<file path="config.mk">
export PLATFORM = sky130hd
export DESIGN_NAME = calc_input_sequencer_flat
export DESIGN_NICKNAME = d
export VERILOG_FILES = /design/src/rtl/calc_seq_pkg.sv /design/src/rtl/calc_input_sequencer_if.sv /design/src/rtl/latency_down_counter.sv /design/src/rtl/calc_input_sequencer.sv /design/src/flat_wrapper.sv
export SDC_FILE = /design/constraint.sdc
export NUM_CORES = 1
export LEC_CHECK = 0
export CORE_AREA = 2 2 39 41
export DETAILED_ROUTE_END_ITERATION = 6
export DIE_AREA = 0 0 41 43
export PLACE_DENSITY = 0.77
export RECOVER_POWER = 100
export SETUP_SLACK_MARGIN = 0.5
export SLEW_MARGIN = 20
export SYNTH_ARGS = -nofsm -noshare
export SYNTH_HDL_FRONTEND = slang
export SYNTH_HIERARCHICAL = 1
export SYNTH_SLANG_ARGS = --single-unit
export TNS_END_PERCENT = 30
</file>
<file path="constraint.sdc">
create_clock -name clk -period 3.7 [get_ports clk]
set_input_delay 0.37 -clock clk [delete_from_list [all_inputs] [get_ports clk]]
set_output_delay 0.37 -clock clk [all_outputs]
set_load 0.005 [all_outputs]
</file>
<file path="src/rtl/calc_seq_pkg.sv">
// Shared types and constants for the calculator entry sequencer.
// The state encodings are visible on state_code, so their values are fixed.
package calc_seq_pkg;

  localparam int CNT_W = 4;

  typedef enum logic [2:0] {
    WAIT_OP1    = 3'd0,
    WAIT_OP2    = 3'd1,
    WAIT_OPCODE = 3'd2,
    COMPUTE     = 3'd3,
    SHOW_RESULT = 3'd4
  } state_t;

endpackage

</file>
<file path="src/rtl/calc_input_sequencer_if.sv">
// Button-pulse inputs and register-bank strobes of the calculator sequencer.
// master = debouncer/register-bank side, slave = the sequencer itself.
interface calc_input_sequencer_if;
  logic       enter;
  logic       undo;
  logic       load_op1;
  logic       load_op2;
  logic       load_opcode;
  logic       load_result;
  logic       clear_op1;
  logic       clear_op2;
  logic       clear_opcode;
  logic       clear_result;
  logic [2:0] state_code;
  logic       busy;
  logic       result_valid;

  modport master (
    output enter, undo,
    input  load_op1, load_op2, load_opcode, load_result,
    input  clear_op1, clear_op2, clear_opcode, clear_result,
    input  state_code, busy, result_valid
  );

  modport slave (
    input  enter, undo,
    output load_op1, load_op2, load_opcode, load_result,
    output clear_op1, clear_op2, clear_opcode, clear_result,
    output state_code, busy, result_valid
  );
endinterface

</file>
<file path="src/rtl/latency_down_counter.sv">
// Loadable down counter that saturates at zero; zero flag is combinational
// from the registered count.
module latency_down_counter
  import calc_seq_pkg::*;
#(
  parameter int W = CNT_W
) (
  input  logic         clk,
  input  logic         rst,
  input  logic         load,
  input  logic [W-1:0] load_val,
  input  logic         dec,
  output logic         zero
);

  logic [W-1:0] count_q;
  logic [W-1:0] count_d;

  always_comb begin
    count_d = count_q;
    if (load) begin
      count_d = load_val;
    end else if (dec && (count_q != '0)) begin
      count_d = count_q - 1'b1;
    end
  end

  always_ff @(posedge clk or posedge rst) begin
    if (rst) begin
      count_q <= '0;
    end else begin
      count_q <= count_d;
    end
  end

  assign zero = (count_q == '0);

endmodule

</file>
<file path="src/rtl/calc_input_sequencer.sv">
// Entry sequencer for a two-operand calculation: turns enter/undo pulses into
// per-register load/clear strobes and times the ALU result capture.
module calc_input_sequencer
  import calc_seq_pkg::*;
#(
  parameter int ALU_LAT = 2
) (
  input  logic                   clk,
  input  logic                   rst,
  calc_input_sequencer_if.slave  bus
);

  localparam logic [CNT_W-1:0] LAT_INIT = CNT_W'(ALU_LAT - 1);

  state_t     state_q;
  state_t     state_d;
  // Strobe index: 0 = op1, 1 = op2, 2 = opcode, 3 = result.
  logic [3:0] ld;
  logic [3:0] clr;
  logic       cnt_load;
  logic       cnt_dec;
  logic       cnt_zero;

  latency_down_counter #(.W(CNT_W)) u_lat_cnt (
    .clk      (clk),
    .rst      (rst),
    .load     (cnt_load),
    .load_val (LAT_INIT),
    .dec      (cnt_dec),
    .zero     (cnt_zero)
  );

  always_ff @(posedge clk or posedge rst) begin
    if (rst) begin
      state_q <= WAIT_OP1;
    end else begin
      state_q <= state_d;
    end
  end

  // undo is tested first everywhere so that it wins over a simultaneous enter.
  always_comb begin
    state_d  = state_q;
    ld       = '0;
    clr      = '0;
    cnt_load = 1'b0;
    cnt_dec  = 1'b0;
    case (state_q)
      WAIT_OP1: begin
        if (bus.undo) begin
          clr[0] = 1'b1;
        end else if (bus.enter) begin
          ld[0]   = 1'b1;
          state_d = WAIT_OP2;
        end
      end
      WAIT_OP2: begin
        if (bus.undo) begin
          clr[0]  = 1'b1;
          state_d = WAIT_OP1;
        end else if (bus.enter) begin
          ld[1]   = 1'b1;
          state_d = WAIT_OPCODE;
        end
      end
      WAIT_OPCODE: begin
        if (bus.undo) begin
          clr[1]  = 1'b1;
          state_d = WAIT_OP2;
        end else if (bus.enter) begin
          ld[2]    = 1'b1;
          cnt_load = 1'b1;
          state_d  = COMPUTE;
        end
      end
      COMPUTE: begin
        if (cnt_zero) begin
          ld[3]   = 1'b1;
          state_d = SHOW_RESULT;
        end else begin
          cnt_dec = 1'b1;
        end
      end
      SHOW_RESULT: begin
        if (bus.undo) begin
          clr[3]  = 1'b1;
          clr[2]  = 1'b1;
          state_d = WAIT_OPCODE;
        end else if (bus.enter) begin
          clr     = '1;
          state_d = WAIT_OP1;
        end
      end
      default: begin
        clr     = '1;
        state_d = WAIT_OP1;
      end
    endcase
  end

  // Strobes are Mealy and would otherwise follow enter/undo during reset.
  assign bus.load_op1     = ld[0]  & ~rst;
  assign bus.load_op2     = ld[1]  & ~rst;
  assign bus.load_opcode  = ld[2]  & ~rst;
  assign bus.load_result  = ld[3]  & ~rst;
  assign bus.clear_op1    = clr[0] & ~rst;
  assign bus.clear_op2    = clr[1] & ~rst;
  assign bus.clear_opcode = clr[2] & ~rst;
  assign bus.clear_result = clr[3] & ~rst;

  assign bus.state_code   = 3'(state_q);
  assign bus.busy         = (state_q == COMPUTE);
  assign bus.result_valid = (state_q == SHOW_RESULT);

endmodule

</file>
<file path="src/flat_wrapper.sv">
// flat-port wrapper written by rule: the top's interface ports become plain ports
module calc_input_sequencer_flat import calc_seq_pkg::*;
#(
  parameter int ALU_LAT = 2
)
  (clk, rst, bus_enter, bus_undo, bus_load_op1, bus_load_op2, bus_load_opcode, bus_load_result, bus_clear_op1, bus_clear_op2, bus_clear_opcode, bus_clear_result, bus_state_code, bus_busy, bus_result_valid);
  calc_input_sequencer_if bus_i ();
  input  logic clk;
  input  logic rst;
  input wire logic [$bits(bus_i.enter)-1:0] bus_enter;
  input wire logic [$bits(bus_i.undo)-1:0] bus_undo;
  output wire logic [$bits(bus_i.load_op1)-1:0] bus_load_op1;
  output wire logic [$bits(bus_i.load_op2)-1:0] bus_load_op2;
  output wire logic [$bits(bus_i.load_opcode)-1:0] bus_load_opcode;
  output wire logic [$bits(bus_i.load_result)-1:0] bus_load_result;
  output wire logic [$bits(bus_i.clear_op1)-1:0] bus_clear_op1;
  output wire logic [$bits(bus_i.clear_op2)-1:0] bus_clear_op2;
  output wire logic [$bits(bus_i.clear_opcode)-1:0] bus_clear_opcode;
  output wire logic [$bits(bus_i.clear_result)-1:0] bus_clear_result;
  output wire logic [$bits(bus_i.state_code)-1:0] bus_state_code;
  output wire logic [$bits(bus_i.busy)-1:0] bus_busy;
  output wire logic [$bits(bus_i.result_valid)-1:0] bus_result_valid;
  assign bus_i.enter = bus_enter;
  assign bus_i.undo = bus_undo;
  assign bus_load_op1 = bus_i.load_op1;
  assign bus_load_op2 = bus_i.load_op2;
  assign bus_load_opcode = bus_i.load_opcode;
  assign bus_load_result = bus_i.load_result;
  assign bus_clear_op1 = bus_i.clear_op1;
  assign bus_clear_op2 = bus_i.clear_op2;
  assign bus_clear_opcode = bus_i.clear_opcode;
  assign bus_clear_result = bus_i.clear_result;
  assign bus_state_code = bus_i.state_code;
  assign bus_busy = bus_i.busy;
  assign bus_result_valid = bus_i.result_valid;
  calc_input_sequencer #(.ALU_LAT(ALU_LAT)) u_core (.clk(clk), .rst(rst), .bus(bus_i));
endmodule
</file>
; ---- Word-level counts from Yosys, hierarchy flattened
; Cells that the tools add are included.
[classes]
add_sub_neg = 1
n_eq_ne = 10
n_mux = 28
bitwise = 9
n_reduce_logical = 10
[op_table]
columns = cell, n
row1 = 3-bit two-way mux, 9
row2 = 3-bit one-hot mux with 5 select lines, 1
row3 = 4-bit two-way mux, 3
row4 = 1-bit two-way mux, 10
row5 = 3-bit != test (second input constant), 3
row6 = 1-bit AND, 8
row7 = 3-bit by 2-bit equality test with 1-bit output (second input constant), 2
row8 = 1-bit one-hot mux with 3 select lines, 2
row9 = 6-bit AND reduction, 1
row10 = 4-bit zero test, 1
row11 = 2-bit two-way mux, 2
row12 = 2-bit != test (second input constant), 2
row13 = 2-bit one-hot mux with 2 select lines, 1
row14 = 4-bit nonzero test, 1
row15 = 2-bit OR reduction, 2
row16 = 4-bit OR reduction, 1
row17 = 4-bit by 1-bit subtractor with 4-bit output (second input constant), 1
row18 = 3-bit by 1-bit equality test with 1-bit output (second input constant), 1
row19 = 3-bit equality test (second input constant), 1
row20 = 3-bit zero test, 1
row21 = 3-bit OR reduction, 1
row22 = 2-bit by 1-bit != test with 1-bit output (second input constant), 1
row23 = 2-bit nonzero test, 1
row24 = 1-bit logical AND, 1
row25 = 1-bit NOT, 1
[word_totals]
reg_bits = 7
input_bits = 4
output_inout_bits = 13

; ---- Depth between registers and ports, before layout
[logic_depth]
ltp_word = 6
depth_mapped = 8
mapped_depth_nobuf = 8

; ---- By module
; Netlist, hierarchy kept.
[modules_own_cells]
columns = mod, n_inst, cells_per_inst, area_per_inst_um2, seq_area_each_um2
row1 = calc_input_sequencer, 1, 44, 345.3, 75.1
row2 = latency_down_counter, 1, 28, 261.5, 100.1

; ---- Worst setup path after synthesis
; No wires, ideal clock.
[synth_path]
path_type = register to register
from = reg u_core.u_lat_cnt.count_q[0]
to = reg u_core.u_lat_cnt.count_q[3]
setup_ns = 0.126
arrival_ns = 1.790
required_time_ns = 3.574
path_slack_ns = 1.784
path_stages_with_launch = 9
path_buffers = 0
period_less_slack_ns = 1.916
cell_sequence = dfrtp_1 inv_1 ha_1 or3b_4 inv_1 nor2b_1 nor4b_2 nor3b_1 a221o_1
[synth_between]
elab_chain_cells = 5
[synth_rtl]
columns = item, line_no
row1 = from (decl), latency_down_counter.sv:16  ; logic [W-1:0] count_q;
row2 = from (signal assigned), latency_down_counter.sv:32  ; count_q <= count_d;
row3 = 4-bit zero test, latency_down_counter.sv:36  ; assign zero = (count_q == '0);
row4 = named net u_core.cnt_zero, calc_input_sequencer.sv:22  ; logic cnt_zero;
row5 = 1-bit two-way mux, calc_input_sequencer.sv:77  ; if (cnt_zero) begin
row6 = 1-bit two-way mux, calc_input_sequencer.sv:48  ; case (state_q)
row7 = named net u_core.cnt_dec, calc_input_sequencer.sv:21  ; logic cnt_dec;
row8 = 1-bit logical AND, latency_down_counter.sv:23  ; end else if (dec && (count_q != '0)) begin
row9 = 2-bit nonzero test (no line), --
; The timed path passes the listed nets, and every way through them passes these cells. The select of a mux whose other input is x is not followed.
; A chain may end at the register's enable or synchronous reset.

; ---- Final worst setup path
[layout_path]
from = in bus_undo
to = out bus_load_op2
[layout_between]
elab_chain_cells = 3
[layout_rtl]
columns = item, line_no
row1 = from (decl), flat_wrapper.sv:11  ; input wire logic [$bits(bus_i.undo)-1:0] bus_undo;
row2 = 1-bit two-way mux, calc_input_sequencer.sv:58  ; if (bus.undo) begin
row3 = 1-bit two-way mux, calc_input_sequencer.sv:48
row4 = 1-bit AND, calc_input_sequencer.sv:103  ; assign bus.load_op2 = ld[1] & ~rst;
row5 = to (decl), flat_wrapper.sv:13  ; output wire logic [$bits(bus_i.load_op2)-1:0] bus_load_op2;
; Every way passes these cells.

==> results.sh <==
export IMPL_status="finished, final reports clean"
export IMPL_wl_met2_um=681
export IMPL_cts_resized=0
export IMPL_ys_ff_latch=7
export IMPL_fmax_ghz=0.377
export IMPL_grt_max_degree=16
export IMPL_setup_worst_path_end_class="primary output"
export IMPL_period_share=0.716
export IMPL_drc=0
export IMPL_setup_ws_ns=1.05
export IMPL_dp_cells=102
export IMPL_cts_hold_buf=0
export IMPL_worst_path_max_fanout=8
export IMPL_initial_core_util=0.439
export IMPL_powerDensity_nw_per_um2=550
export IMPL_clock_sinks=7
export IMPL_synth_edff_count=0
export IMPL_slew_viol_final=0
export IMPL_tns_ns=0
export IMPL_antenna_found_initial=0
export IMPL_routed_wl_mm=1.28
export IMPL_placed_cell_area_um2=769
export IMPL_final_cell_count_no_fill=106
export IMPL_worstRegToRegCells=8
export IMPL_grt_util_all_layers=0.172
export IMPL_seq_area_frac_synth=0.289
export IMPL_vias=530
export IMPL_synthCells=72
export IMPL_rsz0062_at_grt="no"
export IMPL_final_area_um2=781
export IMPL_clock_latency_ns=0.26
export IMPL_async_reset_ff_frac=1.00
export IMPL_clock_root_buffer="clkbuf_4"
export IMPL_rows=14
export IMPL_ff_latch_area_um2=175
export IMPL_postCtsSetupBuffers=0
export IMPL_portBuffers=16
export IMPL_routed_wl_met3_um=45
export IMPL_worstHoldPathType="primary input to async pin"
export IMPL_total_power_mw=0.429
export IMPL_critPathRequiredTime_ns=3.33
export IMPL_area_growth_pct=28.7
export IMPL_critical_path_arrival_ns=2.28
export IMPL_finalSetupViolCount=0
export IMPL_ioPinCount=17
export IMPL_antenna_cells=0
export IMPL_yosysTopAreaCell="dfrtp_1"
export IMPL_ant_nets=0
export IMPL_vias_per_cell=5.00
export IMPL_cts_made_buffers=3
export IMPL_grt_overflow=0
export IMPL_final_nets=96
export IMPL_fp_dieArea_um2=1760
export IMPL_yosysWarnings=6
export IMPL_p_leak_nw=0.368
export IMPL_period_needed_ns=2.65
export IMPL_grt_pass1_wl_mm=2.02
export IMPL_highest_layer="met3"
export IMPL_grt_pass1_vias=497
export IMPL_cts_tree="done"
export IMPL_synth_flop_cell="dfrtp_1"
export IMPL_ir_worst_vdd_uv=266
export IMPL_worst_pin_slew_ns=0.552
export IMPL_post_route_util=0.564
export IMPL_hpwlAfterDp_um=947
export IMPL_wl_met1_um=557
export IMPL_routedWlPerCell_um=12.1
export IMPL_worstSetupPathType="primary input to primary output"
export IMPL_pre_cts_slack_ns=1.20
export IMPL_syn_area_per_cell_um2=8.43
export IMPL_yosys_top_cells_area="dfrtp_1 (29%), nand2_1 (3.7%), a21oi_1 (3.3%)"
export IMPL_place_gp_congestion=0.815
export IMPL_clk_pin_slew_ns=0.06
export IMPL_rr_endpoint="u_core/u_lat_cnt/count_q[3]$_DFFE_PP0P_"
export IMPL_hold_slack_ns=0.537
export IMPL_yosysMostFrequentCell="dfrtp_1"
export IMPL_fp_dieH_um=43
export IMPL_drt_pre_antenna_iters=5
export IMPL_r2r_start="u_core/u_lat_cnt/count_q[0]$_DFFE_PP0P_"
export IMPL_synth_cell_type_count=37
export IMPL_worst_setup_path_start_kind="primary input"
export IMPL_ys_top_cells_by_count="dfrtp_1 (7), nand2_1 (6), inv_1 (5)"
export IMPL_hold_viol=0
export IMPL_fillCellCount=142
export IMPL_syn_area_um2=607
export IMPL_skew_ns=0.00932
export IMPL_cts_buffer_depth=2
export IMPL_relSlewSlack=0.627
export IMPL_yosysTopAreaCellShare=0.289
export IMPL_coreArea_um2=1380
export IMPL_drt_iter0_drc=7
export IMPL_multi_input_area_um2=372
export IMPL_die_x_um=41
export IMPL_r2r_setup_slack_ns=1.25
export IMPL_drive_gt1_frac=0.122
export IMPL_cap_violations=0
export IMPL_htree_levels=1
## worst max-delay path: stages
cell	delay (ns)
dlygate4sd3_1	0.63
nand2b_4	0.19
or3_4	0.34
nor3b_1	0.17
dlygate4sd3_1	0.58
## report_power, final
| group | total [mW] | internal, mW | switching, mW |
|---|---|---|---|
| Combinational | 0.204 | 0.113 | 0.0911 |
| Clock | 0.0697 | 0.0396 | 0.0301 |
| Sequential | 0.156 | 0.109 | 0.0471 |
| Total | 0.429 | 0.261 | 0.168 |
## sequential cells by signal (all words and copies together) (netlist names)
register,cells
u_core/bus.state_code,3
u_core/u_lat_cnt/count_q,4
## worst max path at each step
stage	start	to	slack, ns	cells after the start
after floorplan	u_core/u_lat_cnt/count_q[0]$_DFFE_PP0P_	u_core/u_lat_cnt/count_q[3]$_DFFE_PP0P_	1.78	8
after global placement	bus_undo	bus_load_op2	1.24	5
after detailed placement	bus_undo	bus_load_op2	1.20	5
after CTS	u_core/u_lat_cnt/count_q[0]$_DFFE_PP0P_	bus_load_result	1.12	7
after global routing	u_core/u_lat_cnt/count_q[0]$_DFFE_PP0P_	bus_load_result	0.93	7
final	bus_undo	bus_load_op2	1.05	5
## cells in the final DEF, fill, tap and decap left out, types with 2 or more instances in the layout
master,instances
dlygate4sd3_1,12
a21oi_1,4
nor2b_1,3
a31oi_1,2
nor2_1,4
nor3_1,4
clkdlybuf4s50_1,4
nand2b_1,2
nand2_1,6
inv_1,5
nor3b_1,2
nor4b_1,2
clkbuf_4,3
o21ai_0,6
dfrtp_1,7
conb_1,4
## final cells by class
type	count	share of cell area
Clock buffer	3	0.0288
Clock inverter	1	0.00641
Inverter	5	0.0240
Multi-Input combinational cell	57	0.476
Sequential cell	7	0.224
Tap cell	16	0.0256
Timing Repair Buffer	17	0.215
## layer usage
metal  GRT usage  vias to the layer above
met3      0.0628                        0
met2       0.291                       15
met4      0.0400                        0
met5           0                        -
li1            -                      285
met1       0.195                      230
## cells by family (layout without fill, tap and decap cells)
family | after synthesis | in the layout | synth area share
mux | 2 | 2 | 0.0433
fa+ha+maj | 1 | 1 | 0.0206
simple gates | 34 | 34 | 0.377
other cells | 2 | 4 | 0.0124
compound gates | 16 | 16 | 0.173
buf+inv | 10 | 26 | 0.0845
flops | 7 | 7 | 0.289
(Power assumes the default switching activity.)
